### src/rtl/smart_counter_pro.sv
// Parametrised up/down event counter with programmable limit, wrap/saturate,
// enable prescaler and a registered terminal-count pulse.
module smart_counter_pro #(
  parameter int unsigned WIDTH     = 8,
  parameter int unsigned DIV       = 1,
  parameter int unsigned RESET_VAL = 0
) (
  input  logic             clk,
  input  logic             arst,
  input  logic             clr,
  input  logic             load,
  input  logic [WIDTH-1:0] load_val,
  input  logic             enable,
  input  logic             up,
  input  logic [WIDTH-1:0] limit,
  input  logic             sat_mode,
  output logic [WIDTH-1:0] q,
  output logic             tc,
  output logic             at_bound
);

  localparam int unsigned PW = (DIV > 1) ? $clog2(DIV) : 1;
  localparam logic [WIDTH-1:0] RST_Q = WIDTH'(RESET_VAL);
  localparam logic [PW-1:0]    PRE_MAX = PW'(DIV - 1);

  logic [WIDTH-1:0] cnt_q, cnt_d;
  logic [PW-1:0]    pre_q, pre_d;
  logic             tc_q, tc_d;
  logic             step;

  assign at_bound = up ? (cnt_q >= limit) : (cnt_q == '0);
  // DIV==1 makes the prescaler compare constant-true so the register folds away
  assign step     = enable && ((DIV == 1) || (pre_q == PRE_MAX));

  always_comb begin
    cnt_d = cnt_q;
    pre_d = pre_q;
    tc_d  = 1'b0;
    if (clr) begin
      cnt_d = RST_Q;
      pre_d = '0;
    end else if (load) begin
      cnt_d = (load_val > limit) ? limit : load_val;
      pre_d = '0;
    end else if (enable) begin
      pre_d = step ? '0 : pre_q + PW'(1);
      if (step) begin
        tc_d = at_bound;
        if (up) begin
          if (cnt_q < limit) cnt_d = cnt_q + WIDTH'(1);
          else               cnt_d = sat_mode ? limit : '0;
        end else begin
          if (cnt_q != '0)   cnt_d = cnt_q - WIDTH'(1);
          else               cnt_d = sat_mode ? '0 : limit;
        end
      end
    end
  end

  always_ff @(posedge clk or posedge arst) begin
    if (arst) begin
      cnt_q <= RST_Q;
      pre_q <= '0;
      tc_q  <= 1'b0;
    end else begin
      cnt_q <= cnt_d;
      pre_q <= (DIV == 1) ? '0 : pre_d;
      tc_q  <= tc_d;
    end
  end

  assign q  = cnt_q;
  assign tc = tc_q;

endmodule
### config.mk
export PLATFORM = sky130hd
export DESIGN_NAME = smart_counter_pro
export DESIGN_NICKNAME = d
export VERILOG_FILES = /design/src/rtl/smart_counter_pro.sv
export SDC_FILE = /design/constraint.sdc
export NUM_CORES = 1
export LEC_CHECK = 0
export ABC_CLOCK_PERIOD_IN_PS = 2300
export CELL_PAD_IN_SITES_DETAIL_PLACEMENT = 1
export CELL_PAD_IN_SITES_GLOBAL_PLACEMENT = 1
export CORE_AREA = 2 2 77 79
export CTS_CLUSTER_DIAMETER = 30
export CTS_CLUSTER_SIZE = 24
export DETAILED_ROUTE_END_ITERATION = 6
export DIE_AREA = 0 0 79 81
export PLACE_DENSITY_LB_ADDON = 0.1
export SYNTH_ARGS = -nofsm -noshare
export SYNTH_HDL_FRONTEND = slang
export SYNTH_SLANG_ARGS = --single-unit
### constraint.sdc
create_clock -name clk -period 2.3 [get_ports clk]
set_input_delay 0.345 -clock clk [delete_from_list [all_inputs] [get_ports clk]]
set_output_delay 0.345 -clock clk [all_outputs]
set_load 0.005 [all_outputs]
==> impl_metrics.py <==
metrics = {
    "worst_setup_path": {
        "path_buf_inv": 1,
        "setup.worst_path.start_class": "flop",
        "endpoint": "q[4]$_DFFE_PP0P_",
        "cp-startpoint": "q[1]$_DFFE_PP0P_",
        "reg2regPathDepth": 8,
        "cp_top_family": "simple AND/OR/NAND/NOR gates",
        "critPathMaxStageDelay_ns": 0.46,
        "worstSetupPathType": "reg -> reg",
        "worstPathMaxFanout": 4,
        "worstPathRequired_ns": 2.45,
        "arrival_ns": 2.40,
        "cp_num_cells": 8,
        "rr_endpoint": "q[4]$_DFFE_PP0P_",
        "crit_path_end_kind": "flop",
        "crit_slowest_cell": "or4b_4",
        "rrSetupSlack_ns": 0.05,
        "r2r-start": "q[1]$_DFFE_PP0P_",
        "worstPathCellList": "inv_2, ha_4, or4b_4, or2_4, or3_1, a31oi_1, o31ai_1, a22oi_1",
    },
    "logic_synthesis": {
        "synth.avg_cell_area_um2": 7.77,
        "syn_inst": 195,
        "ys_warn_count": 0,
        "yosys.area.top_type": "ha_1",
        "ys_seq_area_share_pct": 14.9,
        "synth_ff_type": "dfrtp_1",
        "synthTopCellsByArea": "ha_1, dfrtp_1, nand2_1, a21oi_1, mux2i_1",
        "syn_nets": 237,
        "syn-cell-area_um2": 1520,
        "synth_enable_flop_cells": 0,
        "synth_cell_types": 52,
        "yosys.area.top_type_share_pct": 15.7,
        "synth_seq_cells": 9,
        "ys_async_sr_fraction_pct": 100,
    },
    "placement": {
        "gp_congestion": 0.927,
        "dpl.hpwl_um": 5440,
        "placed_area_um2": 2240,
        "dp_cells": 346,
        "port_buffers": 32,
    },
    "route": {
        "wl_per_cell_um": 18.4,
        "wirelength_um": 6580,
        "drt_iter0_markers": 68,
        "drt.antenna.violating_nets": 0,
        "vias_per_cell": 5.23,
        "drcViolationCount": 0,
        "drt_pre_antenna_iters": 4,
        "num_vias": 1866,
    },
    "power": {
        "p_per_area_nw_per_um2": 438,
        "report.power.total_mw": 1.08,
        "p_leak_nw": 1.10,
        "peakVddDrop_v": 0.000275,
    },
    "timing": {
        "setup_violations": 0,
        "finalMaxSlewViolations": 0,
        "period_share_pct": 97.7,
        "whs_ns": 0.431,
        "finClkSkew_ns": 0.00359,
        "slew-limit-headroom_pct": 66.8,
        "fmax_mhz": 445,
        "rsz0062_at_grt": "yes",
        "worst_slew_pin_slew_ns": 0.493,
        "final-hold-violation-count": 0,
        "fin_crit_ns": 2.25,
    },
    "global_route": {
        "antenna_found_initial": 0,
        "grt_remaining_overflow": 0,
        "grt_pass1_vias": 2079,
        "grt_max_degree": 11,
        "grt_pass1_wl_um": 10700,
        "grt_usage_pct": 21.7,
    },
    "cells_and_area": {
        "syn2layout_area_growth_pct": 63.1,
        "final_core_util_pct": 43.5,
        "finalNetCount": 325,
        "fillers": 699,
        "drive_above_1_share_pct": 35.5,
        "postLayoutCellArea_um2": 2470,
        "n_antenna_cell": 0,
        "fin_cells": 357,
    },
    "cts": {
        "cts_root_buf": "clkbuf_8",
        "clockBufferDepth": 2,
        "clkLatencyLatePin_ns": 0.24,
        "cts.sinks": 9,
        "h-tree-depth": 1,
        "cts.clk_slew.worst_paths_ns": 0.05,
        "cts_tree": "done",
        "numCtsBuffers": 3,
    },
    "outcome": {
        "status": "complete, no violations",
    },
    "job": {
        "maxCapViolations": 0,
    },
    "floorplan": {
        "fp.dieW_um": 79,
        "core_um2": 5680,
        "rows": 28,
        "ios": 33,
        "die_h_um": 81,
        "initial_core_util_pct": 26.7,
        "die_area_um2": 6400,
    },
    "min_path": {
        "min_path_type": "in -> async",
    },
}
[Yosys cell counts (4+ instances only)]
| cell | instances |
|---|---|
| nand2_1 | 21 |
| ha_1 | 19 |
| a21oi_1 | 15 |
| inv_1 | 14 |
| nor2_1 | 13 |
| dfrtp_1 | 9 |
| nor3_1 | 9 |
| nand3_1 | 7 |
| mux2i_1 | 6 |
| nand4_1 | 6 |
| xor2_1 | 6 |
| o211ai_1 | 5 |
| clkbuf_8 | 4 |
| o21ai_0 | 4 |
[final cells by class]
| cell class | count | area, um^2 | share of cell area (%) |
|---|---|---|---|
| clock buffers | 4 | 45.0 | 1.82 |
| inverters | 14 | 55.1 | 2.23 |
| multi-input cells | 161 | 1260 | 51.2 |
| flip-flops and latches | 9 | 226 | 9.16 |
| well taps | 75 | 93.8 | 3.80 |
| repair buffers | 94 | 786 | 31.8 |
[worst min-delay path by stage]
stage | end | from | slack [ns] | depth (start not counted)
global placement | q[2]$_DFFE_PP0P_ | q[2]$_DFFE_PP0P_ | 0.62 | 1
global route | q[0]$_DFFE_PP0P_ | arst | 0.46 | 2
floorplan | q[0]$_DFFE_PP0P_ | arst | 0.17 | 1
finish | q[0]$_DFFE_PP0P_ | arst | 0.43 | 2
detailed placement | q[2]$_DFFE_PP0P_ | q[2]$_DFFE_PP0P_ | 0.63 | 1
CTS | q[0]$_DFFE_PP0P_ | arst | 0.45 | 2
[layout by cell type (no fill, tap or decap), types with 7 or more instances in the layout]
cell,netlist,layout
buf_4,0,59
clkdlybuf4s50_1,0,21
nand2_1,21,20
a21oi_1,15,13
ha_1,19,12
nor2_1,13,11
nor3_1,9,9
inv_1,14,8
dlygate4sd2_1,0,8
dfrtp_1,9,8
nand3_1,7,7
ha_4,0,7
[routing by layer]
metal  vias to the layer above  share of wire, %  GRT usage (%)
met5                         -                 0              0
met3                        15               2.9           3.11
met1                       913                44           26.2
met4                         0               2.2           5.34
li1                        903                 -              -
met2                        35                51           40.3
[registers in the layout (all words and copies together) (netlist names)]
register and cells:
q 8, tc 1
[per-stage QoR]
stage / setup TNS (ns) / setup WS [ns]
after floorplan: -0.248 / -0.122
after global placement: -3.35 / -0.487
after detailed placement: -3.97 / -0.530
after CTS: 0 / 0.00627
after global routing: -0.171 / -0.0924
final: 0 / 0.0539
[worst register-to-register path: cells and delay by family, from the launching register on]
family	cells	cell delay [ns]
AO/OA/AOI/OAI	3	0.49
adder cells (fa/ha/maj)	1	0.12
buffers and inverters	1	0.09
flip-flops	1	0.44
AND/OR/NAND/NOR	3	1.02
[power breakdown]
| part | internal (mW) | switching, mW |
|---|---|---|
| sequential | 0.177 | 0.0252 |
| combinational | 0.350 | 0.331 |
| clock | 0.122 | 0.0761 |
[cell families after synthesis]
family | Yosys count | synth area share [%]
mux | 9 | 6.19
simple gates | 72 | 23.8
xor+xnor | 8 | 4.62
buf+inv | 25 | 10.3
flops | 9 | 14.9
compound gates | 53 | 24.5
fa+ha+maj | 19 | 15.7
[what timing repair did]
item / CTS / global route
endpoints found under the setup margin: 9 / 9
pin swaps: 16 / 8
resized for setup: 39 / 6
buffers inserted: 6 / 1
hold buffers: 0 / 0
(Power assumes the default switching activity.)
